===== src/rtl/seq_tx_pkg.sv =====
// Shared types and helpers for the serial pattern transmitter.
// Latency: none (types, constants and pure functions only).
// Backpressure: not applicable.
package seq_tx_pkg;

   // FSM encoding shared by the transmitter and anything decoding its state.
   typedef enum logic [1:0] {
      STATE_IDLE = 2'd0,
      STATE_SEND = 2'd1,
      STATE_GAP  = 2'd2
   } tx_state_e;

   // Width of a field able to hold 0..max_len inclusive.
   function automatic int calc_len_w(input int max_len);
      return (max_len < 1) ? 1 : $clog2(max_len + 1);
   endfunction

   // Width of a bit index addressing 0..max_len-1.
   function automatic int calc_idx_w(input int max_len);
      return (max_len < 2) ? 1 : $clog2(max_len);
   endfunction

   // Requested lengths beyond the pattern register are silently capped.
   function automatic int clamp_len(input int len, input int max_len);
      return (len > max_len) ? max_len : len;
   endfunction

endpackage


===== src/rtl/seq_pattern_tx_if.sv =====
// Load handshake and serial output stream of the pattern transmitter.
// Latency: none (signal bundle only).
// Backpressure: load_ready gates load_valid; the serial side has none.
interface seq_pattern_tx_if
   import seq_tx_pkg::*;
#(
   parameter int MAX_LEN = 16,
   parameter int LEN_W   = calc_len_w(MAX_LEN),
   parameter int REP_W   = 4
) ();

   logic               load_valid;
   logic               load_ready;
   logic [MAX_LEN-1:0] load_pattern;
   logic [LEN_W-1:0]   load_len;
   logic [REP_W-1:0]   load_reps;
   logic               dout;
   logic               dout_valid;
   logic               frame_start;

   // Upstream side: issues loads and listens to the serial stream.
   modport master (
      output load_valid,
      output load_pattern,
      output load_len,
      output load_reps,
      input  load_ready,
      input  dout,
      input  dout_valid,
      input  frame_start
   );

   // Transmitter side.
   modport slave (
      input  load_valid,
      input  load_pattern,
      input  load_len,
      input  load_reps,
      output load_ready,
      output dout,
      output dout_valid,
      output frame_start
   );

endinterface


===== src/rtl/seq_tx_shifter.sv =====
// Pattern register with a down-counting bit index that wraps for repeated frames.
// Latency: bit_out is the bit for the next cycle, combinational from load/advance.
// Backpressure: none; the index moves only when advance is asserted.
module seq_tx_shifter
   import seq_tx_pkg::*;
#(
   parameter int MAX_LEN = 16,
   parameter int LEN_W   = calc_len_w(MAX_LEN)
) (
   input  logic               clk,
   input  logic               reset,
   input  logic               load,
   input  logic               advance,
   input  logic [MAX_LEN-1:0] pattern,
   input  logic [LEN_W-1:0]   eff_len,
   output logic               bit_out,
   output logic               last_bit
);

   localparam int IDX_W = calc_idx_w(MAX_LEN);

   logic [MAX_LEN-1:0] pattern_q;
   logic [IDX_W-1:0]   top_q;
   logic [IDX_W-1:0]   idx_q;
   logic [IDX_W-1:0]   idx_nxt;
   logic [IDX_W-1:0]   load_top;

   // Index of the first (MSB) bit of a frame; eff_len is never 0 when load is used.
   assign load_top = IDX_W'(eff_len - LEN_W'(1));

   // Next index: restart on load, step down on advance, wrap after bit 0 so the
   // following frame (back-to-back or after a gap) starts at the MSB again.
   always_comb begin
      idx_nxt = idx_q;
      if (load) begin
         idx_nxt = load_top;
      end else if (advance) begin
         idx_nxt = (idx_q == '0) ? top_q : idx_q - IDX_W'(1);
      end
   end

   // Look-ahead bit so the owner can register it alongside its own state change.
   always_comb begin
      bit_out = load ? pattern[load_top] : pattern_q[idx_nxt];
   end

   assign last_bit = (idx_q == '0);

   // Pattern, frame top index and running index.
   always_ff @(posedge clk) begin
      if (reset) begin
         pattern_q <= '0;
         top_q     <= '0;
         idx_q     <= '0;
      end else begin
         if (load) begin
            pattern_q <= pattern;
            top_q     <= load_top;
         end
         idx_q <= idx_nxt;
      end
   end

endmodule


===== src/rtl/seq_pattern_tx.sv =====
// Serial MSB-first pattern transmitter with repeat count and inter-frame gap.
// Latency: first bit one cycle after load acceptance; done one cycle after the last bit.
// Backpressure: load_ready only in IDLE; loads while busy are dropped, not queued.
module seq_pattern_tx
   import seq_tx_pkg::*;
#(
   parameter int MAX_LEN = 16,
   parameter int LEN_W   = calc_len_w(MAX_LEN),
   parameter int REP_W   = 4,
   parameter int GAP     = 1
) (
   input  logic            clk,
   input  logic            reset,
   seq_pattern_tx_if.slave bus,
   input  logic            abort,
   output logic            busy,
   output logic            done
);

   localparam int FR_W  = REP_W + 1;
   localparam int GAP_W = (GAP < 1) ? 1 : $clog2(GAP + 1);
   localparam logic [GAP_W-1:0] GAP_RELOAD = GAP_W'((GAP > 0) ? GAP - 1 : 0);

   localparam logic [1:0] ST_IDLE = STATE_IDLE;
   localparam logic [1:0] ST_SEND = STATE_SEND;
   localparam logic [1:0] ST_GAP  = STATE_GAP;

   logic [1:0]       state_q;
   logic [1:0]       state_nxt;
   logic [FR_W-1:0]  frames_q;
   logic [FR_W-1:0]  frames_nxt;
   logic [GAP_W-1:0] gap_q;
   logic [GAP_W-1:0] gap_nxt;
   logic [LEN_W-1:0] eff_len;
   logic             accept;
   logic             done_nxt;
   logic             send_nxt;
   logic             sh_load;
   logic             sh_advance;
   logic             sh_bit;
   logic             sh_last;

   assign eff_len  = LEN_W'(clamp_len(int'(bus.load_len), MAX_LEN));
   assign accept   = bus.load_valid & bus.load_ready;
   assign send_nxt = (state_nxt == ST_SEND);

   seq_tx_shifter #(
      .MAX_LEN (MAX_LEN),
      .LEN_W   (LEN_W)
   ) u_shifter (
      .clk      (clk),
      .reset    (reset),
      .load     (sh_load),
      .advance  (sh_advance),
      .pattern  (bus.load_pattern),
      .eff_len  (eff_len),
      .bit_out  (sh_bit),
      .last_bit (sh_last)
   );

   // Next-state logic: frame sequencing, gap timing, abort and completion.
   always_comb begin
      state_nxt  = state_q;
      frames_nxt = frames_q;
      gap_nxt    = gap_q;
      done_nxt   = 1'b0;
      sh_load    = 1'b0;
      sh_advance = 1'b0;
      case (state_q)
         ST_IDLE: begin
            if (accept) begin
               // One extra bit so all-ones reps counts 2^REP_W frames without wrap.
               frames_nxt = FR_W'(bus.load_reps) + FR_W'(1);
               if (eff_len == '0) begin
                  done_nxt = 1'b1;
               end else begin
                  state_nxt = ST_SEND;
                  sh_load   = 1'b1;
               end
            end
         end
         ST_SEND: begin
            if (abort) begin
               state_nxt = ST_IDLE;
            end else begin
               sh_advance = 1'b1;
               if (sh_last) begin
                  if (frames_q == FR_W'(1)) begin
                     state_nxt = ST_IDLE;
                     done_nxt  = 1'b1;
                  end else begin
                     frames_nxt = frames_q - FR_W'(1);
                     if (GAP > 0) begin
                        state_nxt = ST_GAP;
                        gap_nxt   = GAP_RELOAD;
                     end
                  end
               end
            end
         end
         ST_GAP: begin
            if (abort) begin
               state_nxt = ST_IDLE;
            end else if (gap_q == '0) begin
               state_nxt = ST_SEND;
            end else begin
               gap_nxt = gap_q - GAP_W'(1);
            end
         end
         default: begin
            state_nxt = ST_IDLE;
         end
      endcase
   end

   // FSM state, remaining-frame and gap counters.
   always_ff @(posedge clk) begin
      if (reset) begin
         state_q  <= ST_IDLE;
         frames_q <= '0;
         gap_q    <= '0;
      end else begin
         state_q  <= state_nxt;
         frames_q <= frames_nxt;
         gap_q    <= gap_nxt;
      end
   end

   // Output registers, all derived from the state being entered.
   always_ff @(posedge clk) begin
      if (reset) begin
         bus.dout        <= 1'b0;
         bus.dout_valid  <= 1'b0;
         bus.frame_start <= 1'b0;
         bus.load_ready  <= 1'b0;
         busy            <= 1'b0;
         done            <= 1'b0;
      end else begin
         bus.dout        <= send_nxt & sh_bit;
         bus.dout_valid  <= send_nxt;
         // A frame starts when entering SEND, or when wrapping past bit 0 inside SEND.
         bus.frame_start <= send_nxt & ((state_q != ST_SEND) | sh_last);
         bus.load_ready  <= (state_nxt == ST_IDLE);
         busy            <= (state_nxt != ST_IDLE);
         done            <= done_nxt;
      end
   end

endmodule

===== src/flat_wrapper.sv =====
// flat-port wrapper written by rule: the top's interface ports become plain ports
module seq_pattern_tx_flat import seq_tx_pkg::*;
#(
   parameter int MAX_LEN = 16,
   parameter int LEN_W   = calc_len_w(MAX_LEN),
   parameter int REP_W   = 4,
   parameter int GAP     = 1
)
  (clk, reset, abort, busy, done, bus_load_valid, bus_load_pattern, bus_load_len, bus_load_reps, bus_load_ready, bus_dout, bus_dout_valid, bus_frame_start);
  seq_pattern_tx_if #(.MAX_LEN(MAX_LEN), .LEN_W(LEN_W), .REP_W(REP_W)) bus_i ();
  input  logic clk;
  input  logic reset;
  input  logic abort;
  output logic busy;
  output logic done;
  input wire logic [$bits(bus_i.load_valid)-1:0] bus_load_valid;
  input wire logic [$bits(bus_i.load_pattern)-1:0] bus_load_pattern;
  input wire logic [$bits(bus_i.load_len)-1:0] bus_load_len;
  input wire logic [$bits(bus_i.load_reps)-1:0] bus_load_reps;
  output wire logic [$bits(bus_i.load_ready)-1:0] bus_load_ready;
  output wire logic [$bits(bus_i.dout)-1:0] bus_dout;
  output wire logic [$bits(bus_i.dout_valid)-1:0] bus_dout_valid;
  output wire logic [$bits(bus_i.frame_start)-1:0] bus_frame_start;
  assign bus_i.load_valid = bus_load_valid;
  assign bus_i.load_pattern = bus_load_pattern;
  assign bus_i.load_len = bus_load_len;
  assign bus_i.load_reps = bus_load_reps;
  assign bus_load_ready = bus_i.load_ready;
  assign bus_dout = bus_i.dout;
  assign bus_dout_valid = bus_i.dout_valid;
  assign bus_frame_start = bus_i.frame_start;
  seq_pattern_tx #(.MAX_LEN(MAX_LEN), .LEN_W(LEN_W), .REP_W(REP_W), .GAP(GAP)) u_core (.clk(clk), .reset(reset), .bus(bus_i), .abort(abort), .busy(busy), .done(done));
endmodule

===== config.mk =====
export PLATFORM = sky130hd
export DESIGN_NAME = seq_pattern_tx_flat
export DESIGN_NICKNAME = d
export VERILOG_FILES = /design/src/rtl/seq_tx_pkg.sv /design/src/rtl/seq_pattern_tx_if.sv /design/src/rtl/seq_tx_shifter.sv /design/src/rtl/seq_pattern_tx.sv /design/src/flat_wrapper.sv
export SDC_FILE = /design/constraint.sdc
export NUM_CORES = 1
export LEC_CHECK = 0
export ABC_AREA = 1
export ABC_CLOCK_PERIOD_IN_PS = 2700
export BUFFER_PORTS_ARGS = -buffer_cell sky130_fd_sc_hd__buf_2
export CORE_MARGIN = 2
export CORE_UTILIZATION = 50
export CTS_BUF_LIST = sky130_fd_sc_hd__clkbuf_4 sky130_fd_sc_hd__clkbuf_8
export CTS_CLUSTER_DIAMETER = 30
export DETAILED_ROUTE_END_ITERATION = 12
export GPL_ROUTABILITY_DRIVEN = 1
export MAX_ROUTING_LAYER = met4
export PLACE_DENSITY = 0.77
export RECOVER_POWER = 25
export SYNTH_ARGS = -nofsm -noshare
export SYNTH_HDL_FRONTEND = slang
export SYNTH_SLANG_ARGS = --single-unit

===== constraint.sdc =====
create_clock -name clk -period 2.7 [get_ports clk]
set_input_delay 0.81 -clock clk [delete_from_list [all_inputs] [get_ports clk]]
set_output_delay 0.81 -clock clk [all_outputs]
set_load 0.05 [all_outputs]

; Yosys cells after proc, flatten, opt, wreduce, memory -nomap -nowiden
; Cells that the tools add are included.
[classes]
reduce_logical = 9
addsub = 5
n_eq_ne = 10
n_bitwise = 4
muxes = 39
order_cmp = 3
[op_table]
columns = cell, n
row1 = 2-to-1 mux 5 bit, 5
row2 = 2-to-1 mux 1 bit, 18
row3 = 2-to-1 mux 2 bit, 7
row4 = 2-to-1 mux 4 bit, 3
row5 = "less-than comparator 4 x 5 -> 1 bit, second input constant", 2
row6 = case mux 5 bit (2 select lines), 1
row7 = AND reduction 5 bit, 2
row8 = binary-select mux 1 bit (select 4 bit), 2
row9 = "subtractor 4 x 1 -> 4 bit, second input constant", 2
row10 = "inequality test 2 x 1 -> 1 bit, second input constant", 3
row11 = "inequality test 2 bit, second input constant", 3
row12 = case mux 2 bit (3 select lines), 1
row13 = nonzero test 2 bit, 3
row14 = "adder 4 x 1 -> 5 bit, second input constant", 1
row15 = "== test 5 x 1 -> 1 bit, second input constant", 1
row16 = "greater-than comparator 5 bit, second input constant", 1
row17 = logical NOT 5 bit, 1
row18 = "subtractor 5 x 1 -> 5 bit, second input constant", 1
row19 = "== test 2 x 1 -> 1 bit, second input constant", 2
row20 = logical NOT 2 bit, 2
row21 = logical NOT 4 bit, 1
row22 = case mux 1 bit (2 select lines), 2
row23 = bitwise AND 1 bit, 3
row24 = "== test 2 bit, second input constant", 1
row25 = 2 further kinds, 2
[totals]
wordCells = 82
out_inout_bits = 6
reg_bits = 38
input_bits = 29

; Depth between registers and ports, before layout
[logic_depth]
depth_word = 11
ltp_mapped = 21
mapped_depth_nobuf = 21

; Hierarchy
; A second synthesis with hierarchy kept.
[hier_totals]
cells_unflattened = 327
area_unflattened_um2 = 2209.6
[modules_own_cells]
columns = module, cells_each, instances, seq_area_each_um2, area_per_inst_um2
row1 = seq_tx_shifter, 202, 1, 480.5, 1391.3
row2 = seq_pattern_tx, 125, 1, 260.2, 818.3

; Worst setup path before layout
; Ideal clock, no wire load.
[synth_timing]
path_kind = input -> register
start = input port bus_load_len[1]
end = register u_core.bus.dout
required_time_ns = 2.591
setup_slack_ns = 0.281
arrival_time_ns = 2.310
setup_time_ns = 0.109
path_stages = 20
path_buffers = 1
path_cell_list = nor2_1 nand2_1 nor2_1 o21ai_0 ha_1 inv_1 nor2_1 nand2_1 nand2_4 buf_6 nand2_2 inv_2 nand2_4 nand3_1 nand3_1 nand3_1 nand3_1 nand3_1 nand2_1 inv_1
[synth_between]
elab_chain_cells = 11
word_cells_on_any_way = 18
classes_between = 1 x add/sub / 1 x order compare / 1 x eq/ne / 13 x mux / 1 x bitwise / 1 x reduce/logical
[synth_rtl]
columns = element, line_no
row1 = "start, declared", flat_wrapper.sv:18  ; input wire logic [$bits(bus_i.load_len)-1:0] bus_load_len;
row2 = greater-than comparator 5 bit, seq_tx_pkg.sv:25  ; return (len > max_len) ? max_len : len;
row3 = 2-to-1 mux 5 bit (*), seq_tx_pkg.sv:25
row4 = logical NOT 5 bit, seq_pattern_tx.sv:74  ; if (eff_len == '0) begin
row5 = 2-to-1 mux 1 bit, seq_pattern_tx.sv:74
row6 = 2-to-1 mux 1 bit, seq_pattern_tx.sv:71  ; if (accept) begin
row7 = 2-to-1 mux 1 bit, seq_pattern_tx.sv:69  ; case (state_q)
row8 = 2-to-1 mux 4 bit, seq_tx_shifter.sv:35  ; if (load) begin
row9 = binary-select mux 1 bit (select 4 bit), seq_tx_shifter.sv:44  ; bit_out = load ? pattern[load_top] : pattern_q[idx_nxt];
row10 = 2-to-1 mux 1 bit (not written as such), seq_tx_shifter.sv:44
row11 = 2-to-1 mux 1 bit, seq_tx_shifter.sv:44
row12 = bitwise AND 1 bit (*), seq_pattern_tx.sv:139  ; bus.dout <= send_nxt & sh_bit;
row13 = "end signal, assigned", seq_pattern_tx.sv:139
row14 = "end, declared", seq_pattern_tx_if.sv:40  ; output dout,
; Every way passes the cells marked *; elsewhere a longest branch is shown, timed or not. The select of a mux whose other input is x is not followed.
; A chain may end at the register's enable or synchronous reset.

; Final worst setup path
[layout_timing]
start = input port bus_load_len[2]
end = register u_core.bus.dout
; The elaborated chain is that of the path after synthesis.

==> results.json <==
{
  "synth_area_leaders": "dfxtp_1 35%, nand2_1 9.6%, nand3_1 9.2%",
  "grt-ovfl-total": 0,
  "layout_min_cycle_time_ns": 2.44,
  "synth.most_common_cell": "nand2_1",
  "numCtsBuffers": 5,
  "worstHoldPathCells": 2,
  "clock_latency_ns": 0.28,
  "cp_cell_sequence": "buf_2 -> inv_1 -> nand2_1 -> nor2_2 -> o21ai_0 -> ha_2 -> inv_1 -> nor2_1 -> nand2_2 -> nand2_4 -> buf_12 -> nand2_2 -> inv_2 -> nand2_4 -> nand3_1 -> nand3_1 -> nand2_1 -> nand2_1 -> nand3_1 -> nand3_1 -> nand2_1 -> inv_1",
  "cp_slowest_stage_delay_ns": 0.21,
  "die_w_um": 69.1,
  "hp-class": "reg -> reg",
  "io_buffers": 34,
  "ys_seq_area_share_pct": 35.0,
  "track_usage_pct": 22.5,
  "yosysWarnings": 0,
  "rows": 23,
  "crit_path_max_fanout": 13,
  "internal_power_mw": 0.965,
  "max_slew_margin_pct": 60.3,
  "layout-drive-gt1-share_pct": 20.8,
  "r2r_end": "u_core.bus.dout$_SDFF_PP0_",
  "place_area_mm2": 0.00238,
  "p_leak_nw": 1.18,
  "synth_top_area_share_pct": 35.0,
  "die_area_mm2": 0.00477,
  "worstRegToRegCells": 12,
  "gp_congestion": 0.904,
  "setup_viol": 0,
  "ys_types": 30,
  "final_nets": 394,
  "holdCritStartpoint": "u_core.u_shifter.pattern_q[10]$_SDFFE_PP0P_",
  "clkPwrFrac_pct": 27.9,
  "netlist_instances": 317,
  "avgRoutedWirePerCell_um": 12.5,
  "cp.required_ns": 2.89,
  "start_util_pct": 52.6,
  "areaGrowthSynthToFinish_pct": 18.6,
  "power_mw": 1.45,
  "async_flop_share_pct": 0,
  "ys_top_cells_by_count": "54 x nand2_1, 43 x nor2_1, 39 x nand3_1",
  "status": "finished, final reports clean",
  "timing.fmax_mhz": 409,
  "p_seq_share_pct": 43.0,
  "dieHeight_um": 69.1,
  "diodes": 0,
  "maxCapViolations": 0,
  "synth-main-ff-cell": "dfxtp_1",
  "ys_ff_latch": 37,
  "synth_top_cell_by_area": "dfxtp_1",
  "final_cells": 411,
  "cp-startpoint": "bus_load_len[2]",
  "holdWs_ns": 0.468,
  "synth_edf_count": 0,
  "hold_end": "u_core.u_shifter.pattern_q[10]$_SDFFE_PP0P_",
  "clk_transition_reported_paths_ns": 0.07,
  "fin_crit_sh_pct": 90.5,
  "cp.arrival_ns": 2.63,
  "top_level_ports": 35,
  "pre_cts_slack_ns": -0.0525,
  "synth_area_mm2": 0.00212,
  "grt_pass1_wl_um": 8660,
  "switching_share_pct": 33.3,
  "cts_max_level": 2,
  "combPwrFrac_pct": 29.1,
  "grt_setup_unrepaired": "no",
  "finalClockSkew_ns": 0.00332,
  "routed_wl_um": 5150,
  "synth_nets": 351,
  "firstDrtPassIters": 4,
  "r2r_setup_slack_ns": 0.72,
  "final_cell_area_mm2": 0.00251,
  "grt_pass1_vias": 1940,
  "rr_startpoint": "u_core.u_shifter.idx_q[0]$_SDFF_PP0_",
  "switching_power_mw": 0.481,
  "drc": 0,
  "endpoint_kind": "flop",
  "setup_slack_ns": 0.256,
  "final_max_slew_viol_count": 0,
  "start_kind": "primary input",
  "antenna_found_initial": 0,
  "vias_per_cell": 5.34,
  "worst-slew-pin-transition_ns": 0.598,
  "place_inst": 401,
  "vias": 2193,
  "cts.sinks": 37,
  "powerDensity_mw_per_mm2": 575,
  "ant_nets": 0,
  "grt_max_degree": 26,
  "finalHoldViolCount": 0,
  "slowest_stage": "ha_2",
  "drtIter0Drc": 189,
  "dp_hpwl_um": 3810,
  "cts_tree": "yes",
  "criticalPathCategory": "in -> reg",
  "ctsLongestPathBuffers": 2,
  "vdd_drop_max_mv": 0.299,
  "syn_avg_cell_area_um2": 6.68,
  "core_area_mm2": 0.00403,
  "cts-root-buf": "clkbuf_8"
}
## how the worst max path moves through the flow
stage / to / slack [ns] / cells past startpoint
after floorplan: u_core.bus.dout$_SDFF_PP0_ / 0.28 / 20
after global placement: u_core.bus.dout$_SDFF_PP0_ / 0.04 / 21
after detailed placement: u_core.bus.dout$_SDFF_PP0_ / -0.05 / 21
after CTS: u_core.bus.dout$_SDFF_PP0_ / 0.23 / 21
after global routing: u_core.bus.dout$_SDFF_PP0_ / 0.01 / 22
final: u_core.bus.dout$_SDFF_PP0_ / 0.26 / 22
## state kept, by name, summed over array words and instances (netlist names), 2 cells and up
signal / count
u_core.u_shifter.idx_q: 4
u_core.state_q: 2
u_core.frames_q: 5
u_core.u_shifter.pattern_q: 16
u_core.u_shifter.top_q: 4
## worst max-delay path: cells and delay by family
| kind | cells | cell delay (ns) |
|---|---|---|
| AND/OR/NAND/NOR | 14 | 1.02 |
| adder cells (fa/ha/maj) | 1 | 0.21 |
| AO/OA/AOI/OAI | 1 | 0.16 |
| buffers and inverters | 6 | 0.42 |
## final cells by class
cell class,instances,area (µm²)
Timing Repair Buffer,44,268
Sequential cell,37,741
Inverter,38,145
Fill cell,382,1520
Clock buffer,8,91.3
Multi-Input combinational cell,234,1200
Tap cell,50,62.6
## layout by cell type, fill, tap and decap left out, types with 3 or more instances in the layout
cell      instances
nand2_1          52
inv_1            31
a31oi_1           3
a21oi_1          20
nand2_2           9
ha_1              4
o211ai_1          3
dfxtp_1          37
clkbuf_1          6
buf_4             8
nand3b_1          3
nand2_4           3
nor2_1           42
buf_2            28
inv_2             6
nor2_2            4
clkbuf_4          3
nand3_1          39
o21ai_0          34
clkbuf_8          5
## logic make-up after synthesis
family          synth area share, %
compound gates                 17.2
flops                          35.0
simple gates                   34.6
fa+ha+maj                      2.95
xor+xnor                       1.24
buf+inv                        8.98
## through the flow
step / util (%) / TNS, ns
final: 62.4 / 0
after global routing: 62.4 / 0
after CTS: 61.2 / 0
after detailed placement: 59.0 / -0.0525
after global placement: 59.0 / 0
after floorplan: - / 0
## layer usage
metal | routed length (µm) | GRT usage (%) | share of wire, % | vias to the layer above
met5 | 0 | - | 0 | -
met4 | 70 | 6.54 | 1.4 | 0
met3 | 332 | 3.65 | 6.4 | 12
met2 | 2320 | 34.5 | 45 | 79
met1 | 2430 | 30.7 | 47 | 972
li1 | - | - | - | 1130
## power by group through the flow
stage	Combinational (mW)	Sequential, mW	Clock [mW]
floorplan	0.281	0.646	0
global placement	0.396	0.631	0
detailed placement	0.403	0.632	0
CTS	0.405	0.620	0.407
global route	0.477	0.626	0.436
finish	0.421	0.621	0.403
## timing repair
action | CTS | global route
setup endpoints to repair | 0 | 1
hold buffers | 0 | 0
endpoints found under the hold margin | 0 | 0
setup buffers | 0 | 1
resized for setup | 0 | 7
(Power assumes the default switching activity.)
